--- src/rtl/alu_cmd_issuer.sv ---
// Registered command front-end for the 8-bit combinational ALU: drives operands, waits
// SETTLE_CYCLES, captures result/flags and returns them over a valid/ready handshake.
//
// state  | meaning
// IDLE   | no operation outstanding, ready for a command
// SETTLE | ALU inputs held, down-counter running toward capture
// RESP   | captured response presented, waiting for rsp_ready_i
module alu_cmd_issuer #(
    parameter int unsigned SETTLE_CYCLES = 1,
    parameter int unsigned CNT_W         = 16
) (
    input  logic             clk_i,
    input  logic             rst_ni,
    input  logic             cmd_valid_i,
    output logic             cmd_ready_o,
    input  logic [2:0]       cmd_opcode_i,
    input  logic [7:0]       cmd_a_i,
    input  logic [7:0]       cmd_b_i,
    output logic [2:0]       alu_opcode_o,
    output logic [7:0]       alu_operand1_o,
    output logic [7:0]       alu_operand2_o,
    input  logic [15:0]      alu_result_i,
    input  logic             alu_flag_c_i,
    input  logic             alu_flag_z_i,
    output logic             rsp_valid_o,
    input  logic             rsp_ready_i,
    output logic [15:0]      rsp_result_o,
    output logic             rsp_flag_c_o,
    output logic             rsp_flag_z_o,
    output logic [CNT_W-1:0] op_count_o
);

    typedef enum logic [1:0] {
        IDLE   = 2'd0,
        SETTLE = 2'd1,
        RESP   = 2'd2
    } state_t;

    localparam logic [3:0] SETTLE_LOAD = 4'(SETTLE_CYCLES);

    state_t           state_q, state_d;
    logic [3:0]       cnt_q, cnt_d;
    logic [2:0]       op_q, op_d;
    logic [7:0]       a_q, a_d;
    logic [7:0]       b_q, b_d;
    logic [15:0]      res_q, res_d;
    logic             fc_q, fc_d;
    logic             fz_q, fz_d;
    logic [CNT_W-1:0] count_q, count_d;
    logic             accept;

    always_ff @(posedge clk_i or negedge rst_ni) begin
        if (!rst_ni) begin
            state_q <= IDLE;
            cnt_q   <= '0;
            op_q    <= '0;
            a_q     <= '0;
            b_q     <= '0;
            res_q   <= '0;
            fc_q    <= 1'b0;
            fz_q    <= 1'b0;
            count_q <= '0;
        end else begin
            state_q <= state_d;
            cnt_q   <= cnt_d;
            op_q    <= op_d;
            a_q     <= a_d;
            b_q     <= b_d;
            res_q   <= res_d;
            fc_q    <= fc_d;
            fz_q    <= fz_d;
            count_q <= count_d;
        end
    end

    always_comb begin
        state_d     = state_q;
        cnt_d       = cnt_q;
        op_d        = op_q;
        a_d         = a_q;
        b_d         = b_q;
        res_d       = res_q;
        fc_d        = fc_q;
        fz_d        = fz_q;
        count_d     = count_q;
        cmd_ready_o = (state_q == IDLE) || ((state_q == RESP) && rsp_ready_i);
        accept      = cmd_valid_i && cmd_ready_o;

        case (state_q)
            IDLE: begin
                if (accept) state_d = SETTLE;
            end
            SETTLE: begin
                cnt_d = cnt_q - 4'd1;
                if (cnt_q == 4'd1) begin
                    res_d   = alu_result_i;
                    // flagC is only meaningful for ADD/SUB; otherwise the ALU leaves it stale
                    fc_d    = alu_flag_c_i && (op_q[2:1] == 2'b00);
                    fz_d    = alu_flag_z_i;
                    state_d = RESP;
                end
            end
            RESP: begin
                if (rsp_ready_i) begin
                    count_d = count_q + CNT_W'(1);
                    state_d = accept ? SETTLE : IDLE;
                end
            end
            default: state_d = IDLE;
        endcase

        if (accept) begin
            op_d  = cmd_opcode_i;
            a_d   = cmd_a_i;
            b_d   = cmd_b_i;
            cnt_d = SETTLE_LOAD;
        end
    end

    assign alu_opcode_o   = op_q;
    assign alu_operand1_o = a_q;
    assign alu_operand2_o = b_q;
    assign rsp_valid_o    = (state_q == RESP);
    assign rsp_result_o   = res_q;
    assign rsp_flag_c_o   = fc_q;
    assign rsp_flag_z_o   = fz_q;
    assign op_count_o     = count_q;

endmodule

--- config.mk ---
export PLATFORM = sky130hd
export DESIGN_NAME = alu_cmd_issuer
export DESIGN_NICKNAME = d
export VERILOG_FILES = /design/src/rtl/alu_cmd_issuer.sv
export SDC_FILE = /design/constraint.sdc
export NUM_CORES = 1
export LEC_CHECK = 0
export CAP_MARGIN = 20
export CORE_MARGIN = 3
export CORE_UTILIZATION = 40
export DETAILED_ROUTE_END_ITERATION = 8
export GPL_TIMING_DRIVEN = 0
export PLACE_DENSITY = 0.77
export SETUP_SLACK_MARGIN = 0.05
export SYNTH_ARGS = -nofsm -noshare
export SYNTH_HDL_FRONTEND = slang
export SYNTH_SLANG_ARGS = --single-unit
--- constraint.sdc ---
create_clock -name clk_i -period 1.5 [get_ports clk_i]
set_input_delay 0.375 -clock clk_i [delete_from_list [all_inputs] [get_ports clk_i]]
set_output_delay 0.375 -clock clk_i [all_outputs]
set_load 0.02 [all_outputs]
==> flow_metrics.py, run 1 <==
metrics = {
    "yosys": {
        "syn_inst": 173,
        "synth_compound_area_share_pct": 1.83,
        "synth_top_area_share_pct": 58.2,
        "synth.largest_area_cell": "dfrtp_1",
        "synthArstFlopShare_pct": 100,
        "synth_area_leaders": "dfrtp_1 (58%), mux2_4 (15%), xnor2_1 (4.5%)",
        "yosysSeqAreaShare_pct": 58.2,
        "yosys.area_share.adder_pct": 1.48,
        "synth_top_family_by_area": "multiplexers",
        "ys.flop_type": "dfrtp_1",
        "syn_area_per_cell_um2": 14.7,
        "synthSimpleGateAreaFrac_pct": 10.4,
        "ys_ff_latch": 59,
        "ys_types": 36,
        "syn_area_um2": 2540,
        "yosys_warnings": 0,
        "synth-xor-area-share_pct": 6.22,
        "muxShareOfSynthArea_pct": 19.7,
        "synth_edf_count": 0,
        "syn-num-nets": 217,
    },
    "sta": {
        "fin_crit_sh_pct": 101,
        "fin_ws_ns": -0.0222,
        "tns_ns": -0.0967,
        "min_period_ns": 1.52,
        "rsz0062_at_grt": "true",
        "drv_slew": 0,
        "tightest_slew_ns": 0.882,
        "fmax_mhz": 657,
        "slew_headroom_pct": 41.2,
        "setup_viol": 6,
        "fin_worst_skew_ns": 0.00804,
        "hold_viol_final": 0,
    },
    "critical_path": {
        "worst_setup_path_start_kind": "flip-flop",
        "cp_slowest_cell": "dfrtp_1",
        "worstPathRequired_ns": 1.71,
        "worstPathMaxFanout": 5,
        "endpoint_kind": "flip-flop",
        "path_cells": "inv_2, ha_4, nor3b_4, nand2_4, buf_12, mux2_4",
        "worst_path_largest_cell_delay_ns": 0.39,
        "cp.arrival_ns": 1.74,
        "path_class": "reg -> reg",
    },
    "floorplanning": {
        "initial_utilization_pct": 42.1,
        "coreArea_um2": 6030,
        "num_rows": 28,
        "fp.dieW_um": 85.6,
        "die_area_um2": 7330,
        "ios": 96,
        "die_height_um": 85.6,
    },
    "routing": {
        "dr.pass1.iters": 4,
        "ant_nets": 0,
        "routed_wl_um": 5610,
        "drc": 0,
        "dr_total_vias": 1792,
        "first_iter_violations": 50,
        "via_per_inst": 4.77,
        "wl_per_cell_um": 14.9,
    },
    "place": {
        "hpwl_um": 3930,
        "gp_congestion": 0.805,
        "io_buffers": 95,
    },
    "global_routing": {
        "grt_pass1_vias": 1836,
        "antenna_found_initial": 0,
        "grt_usage_pct": 16.1,
        "grt_max_degree": 39,
        "grt-ovfl-total": 0,
        "grt_pass1_wl_um": 8920,
    },
    "final_layout": {
        "final_common_cell": "dfrtp_1",
        "final_layout_size_suffix_gt1_share_pct": 38.2,
        "final_nets": 340,
        "layout_common_cells": "dfrtp_1 (55), clkdlybuf4s50_1 (38), mux2_4 (26)",
        "finish.utilization_pct": 65.9,
        "antennaDiodeCount": 0,
        "syn_to_final_growth_pct": 56.5,
    },
    "outcome": {
        "violations": "setup timing",
        "status": "complete, but fails checks",
    },
    "clock_tree": {
        "cts_tree": "built",
        "cts_sinks": 59,
        "cts.clk_slew.worst_paths_ns": 0.07,
        "htreeDepth": 3,
        "hold_buffers": 0,
        "clock_path_buffers": 2,
        "numCtsBuffers": 9,
        "clock_latency_ns": 0.33,
        "cts-root-buf": "clkbuf_8",
    },
    "hold_path": {
        "hp-class": "in -> async",
    },
    "job": {
        "maxCapViolCount": 0,
    },
    "power_and_ir_drop": {
        "p_per_area_nw_per_um2": 1990,
        "p_leak_nw": 1.91,
        "ir_worst_vdd_mv": 1.21,
    },
}
==> synthesized netlist by cell type (2+ instances only) <==
master and count:
a21oi_1 2, mux2_1 2, xnor2_1 13, ha_1 3, mux2_4 25, dfrtp_1 59, nand4_1 2, nand2_1 11
inv_1 3, mux2_2 9, buf_6 3, xor2_1 5, nor2_1 5, and3_1 2, nor2b_1 2, nand3_1 7
==> logic make-up (layout without fill, tap and decap cells) <==
| logic type | after synthesis | in the layout |
|---|---|---|
| flip-flops | 59 | 59 |
| AND/OR/NAND/NOR | 42 | 42 |
| multiplexers | 36 | 36 |
| XOR/XNOR | 18 | 18 |
| buffers and inverters | 8 | 136 |
| AO/OA/AOI/OAI | 7 | 7 |
| adder cells (fa/ha/maj) | 3 | 3 |
==> power by group <==
| part | leakage (nW) | switching (W) | total (W) | internal (W) |
|---|---|---|---|---|
| combinational | 1.10 | 0.00172 | 0.00382 | 0.00210 |
| sequential | 0.719 | 0.000431 | 0.00266 | 0.00223 |
| clock | 0.0991 | 0.000620 | 0.00142 | 0.000804 |
| total | 1.91 | 0.00277 | 0.00790 | 0.00513 |
==> worst max-delay path, delay by kind of cell (launching register included) <==
family	cells	cell delay, ns
flops	1	0.39
buf+inv	2	0.24
mux	1	0.29
simple gates	2	0.36
fa+ha+maj	1	0.11
==> layer usage <==
metal  part of all wire [%]  wire length, um  GRT usage (%)
met4                    2.0              114           8.78
met5                      0                0              0
met2                     47             2640           23.8
met1                     43             2420           20.5
met3                    7.7              433           5.86
==> timing repair <==
item / in CTS / in global routing
buffers inserted: 9 / 6
resized for setup: 111 / 44
pin swaps: 1 / 1
endpoints found under the hold margin: 0 / 0
cloned: 1 / 0
endpoints found under the setup margin: 95 / 64
==> area by class of cell <==
| cell class | instances | area [um2] |
|---|---|---|
| fill | 457 | 2060 |
| sequential | 59 | 1480 |
| multi-input combinational | 106 | 1070 |
| timing repair buffer | 112 | 1070 |
| clock buffer | 11 | 141 |
| tap | 75 | 93.8 |
| clock inverter | 5 | 52.6 |
| buffer | 4 | 50.0 |
| inverter | 4 | 15.0 |
==> registers in the layout, indices dropped and copies added, names as in the netlist <==
register / flops
rsp_flag_z_o: 1
op_count_o: 16
alu_operand2_o: 8
rsp_result_o: 16
rsp_flag_c_o: 1
alu_opcode_o: 3
state_q: 2
cnt_q: 4
alu_operand1_o: 8
==> per-stage QoR <==
| stage | std cells | power [W] | worst slack (ns) | hold slack [ns] | area, um2 |
|---|---|---|---|---|---|
| global placement | 343 | 0.00631 | -2.04 | 0.459 | 3600 |
| floorplan | 173 | 0.00480 | -0.00683 | 0.0794 | 2560 |
| global route | 376 | 0.00837 | -0.0668 | 0.226 | 3970 |
| finish | 376 | 0.00790 | -0.0222 | 0.158 | 3970 |
| CTS | 370 | 0.00781 | -0.0469 | 0.175 | 3940 |
| detailed placement | 344 | 0.00638 | -0.759 | 0.481 | 3630 |
==> final timing paths <==
path	startpoint	to	slack [ns]	cells after the start
max	cnt_q[1]	rsp_result_o[9]	-0.02	6
min	rst_ni	op_count_o[4]	0.16	1
max reg2reg	cnt_q[1]	rsp_result_o[9]	-0.02	6
min reg2reg	op_count_o[15]	op_count_o[15]	0.48	1
max in group asynchronous	rst_ni	state_q[0]	0.73	1
min in group clk_i	op_count_o[15]	op_count_o[15]	0.48	1
No activity file was read; power rests on OpenSTA's default activity.
==> inputs of run 2 (changes only) <==
--- a/config.mk
+++ b/config.mk
@@ -5,6 +5,7 @@
 export SDC_FILE = /design/constraint.sdc
 export NUM_CORES = 1
 export LEC_CHECK = 0
+export ABC_AREA = 0
 export CAP_MARGIN = 20
 export CORE_MARGIN = 3
 export CORE_UTILIZATION = 40
==> results of run 2 <==
The final DEF is identical to that of run 1; final timing and power are the same.
==> inputs of run 3 (changes only) <==
--- a/config.mk
+++ b/config.mk
@@ -9,6 +9,7 @@
 export CAP_MARGIN = 20
 export CORE_MARGIN = 3
 export CORE_UTILIZATION = 40
+export CTS_CLUSTER_SIZE = 8
 export DETAILED_ROUTE_END_ITERATION = 8
 export GPL_TIMING_DRIVEN = 0
 export PLACE_DENSITY = 0.77
==> results of run 3 <==
The final DEF is identical to that of run 1; final timing and power are the same.
==> RTL change (config.mk and constraints of run 3) <==
Take the reset off `a_q`, `b_q` and `res_q` and load them in a clocked block of their own.
--- a/src/rtl/alu_cmd_issuer.sv
+++ b/src/rtl/alu_cmd_issuer.sv
@@ -55,7 +55,4 @@
             cnt_q   <= '0;
             op_q    <= '0;
-            a_q     <= '0;
-            b_q     <= '0;
-            res_q   <= '0;
             fc_q    <= 1'b0;
             fz_q    <= 1'b0;
@@ -65,11 +62,14 @@
             cnt_q   <= cnt_d;
             op_q    <= op_d;
-            a_q     <= a_d;
-            b_q     <= b_d;
-            res_q   <= res_d;
             fc_q    <= fc_d;
             fz_q    <= fz_d;
             count_q <= count_d;
         end
+    end
+
+    always_ff @(posedge clk_i) begin
+        a_q   <= a_d;
+        b_q   <= b_d;
+        res_q <= res_d;
     end
 
Check against the original RTL: not equivalent (a bounded check fails within 4 cycles, from zero or initial values and one cycle with rst_ni low).
==> RTL change against run 3 <==
- the flow still finishes with violations (negative setup slack)
- area after synthesis down 13%
- final cell count down 8.8%
- cell area down 6.0%
- critical path depth up 1
- core utilization up 5.8 points
- non-clock buffer count up 5
- sequential cell count unchanged
- setup slack worse by 0.085 ns
- power down 24%
- synthesized cell count down 21%
- highest routed layer unchanged
- count of clock-buffer cells in the layout down 1
- wire length down 7.4%
- first-iteration DRC count down 16%
==> RTL change: results (changes against run 3) <==
post-DP HPWL 3.46 mm (was 3.93 mm); GP Congestion 0.698 (was 0.805); Metal-1 WL 2.11 mm (was 2.42 mm); dpl ws -0.754 ns (was -0.759 ns); layout cell share with drive strength beyond 1 0.344 (was 0.382); largest net degree at the start of global routing 22 (was 39); Worst Skew 0.00838 ns (was 0.00804 ns); GR Util met1 0.209 (was 0.205); drt via density 4.57 (was 4.77); Setup TNS Final -0.956 ns (was -0.0967 ns); global-route track usage on met2 0.267 (was 0.238); CP delay by family, top flip-flops (unchanged); top-count cell post-synth edfxtp_1 (was dfrtp_1); static leakage 1.61 nW (was 1.91 nW); overall global routing resource usage 0.168 (was 0.161); Layout Cells excl Fill 343 (was 376); Net count, final 312 (was 340); power density over the cells 1610 nW/um^2 (was 1990 nW/um^2); synthesized net count 180 (was 217); antenna cell count 0 (unchanged); critical path class reg -> reg (unchanged); Min-Delay Path Class in -> reg (was in -> async); initial DRC count 42 (was 50); Peak VDD IR 1.18 mV (was 1.21 mV); first-pass GRT wire length 7.87 mm (was 8.92 mm); Worst Tran Pin Value 0.780 ns (was 0.882 ns); placed cells 302 (was 344); # setup viols final 20 (was 6); Pint 4.03 mW (was 5.13 mW); Gate power share 0.374 (was 0.483); commonest cells in the netlist edfxtp_1 (32), dfrtp_1 (27), nand2_1 (10), xnor2_1 (10), xor2_1 (8) (was dfrtp_1 (59), mux2_4 (25), xnor2_1 (13)); CP arrival 1.82 ns (was 1.74 ns); vias in the first global route 1,589 (was 1,836); outcome complete, but fails checks (unchanged); Synth Area per Inst 16.2 sq um (was 14.7 sq um); HP Start rsp_ready_i; reg2reg path depth 7 (was 6); initial antenna violation count 0 (unchanged); Area contributors post-synth edfxtp_1 (44%), dfrtp_1 (31%), xnor2_1 (4.0%) (was dfrtp_1 (58%), mux2_4 (15%), xnor2_1 (4.5%)); area post-placement 3290 sq um (was 3630 sq um); ys async rst share 0.458 (was 1.00); Total Wirelength 5.19 mm (was 5.61 mm); Post-synth EDFFs 32 (was 0); metal2 WL 2.68 mm (was 2.64 mm); Worst Setup Slack, final -0.107 ns (was -0.0222 ns); met3 WL 305 um (was 433 um); Sequential Power 2.40 mW (was 2.66 mW); WHS Endpoint state_q[1]; Hold WS 0.378 ns (was 0.158 ns); IO buf count 95 (unchanged); post-synth cell types 26 (was 36); Reg-to-Reg End rsp_flag_z_o (was rsp_result_o[9]); register area share after synthesis 0.745 (was 0.582); worst hold stages 2; violated checks negative setup slack (unchanged); Ys Warns 0 (unchanged); grt met3 use 0.0392 (was 0.0586); H-tree depth 3 (unchanged); CP Max Fanout 4 (was 5)
## RTL change: kinds of logic (layout without fill, tap and decap cells)
family,count (synthesis),count (layout),synth area share
xor gates and xnor gates,18,18,0.0718
muxes,5,5,0.0256
and+or+nand+nor,39,39,0.116
adders and majority gates,3,3,0.0171
buffers and inverters,7,144,0.0120
AOI/OAI and AO/OA,5,5,0.0125
DFF,59,59,0.745
## RTL change: what timing repair did
| action | 4_1_cts | 5_1_grt |
|---|---|---|
| gates cloned | 1 | 0 |
| setup buffers | 15 | 9 |
| setup endpoints to repair | 96 | 51 |
| gates resized for setup | 106 | 34 |
| pin swaps | 1 | 9 |
## RTL change: layout make-up
| type | count | area, sq um |
|---|---|---|
| multi-input cells | 70 | 636 |
| fillers | 377 | 1470 |
| well taps | 70 | 87.6 |
| repair buffers | 121 | 1130 |
| clock buffers | 10 | 128 |
| flip-flops and latches | 59 | 1650 |
| inverters | 7 | 42.5 |
| clock inverters | 6 | 56.3 |
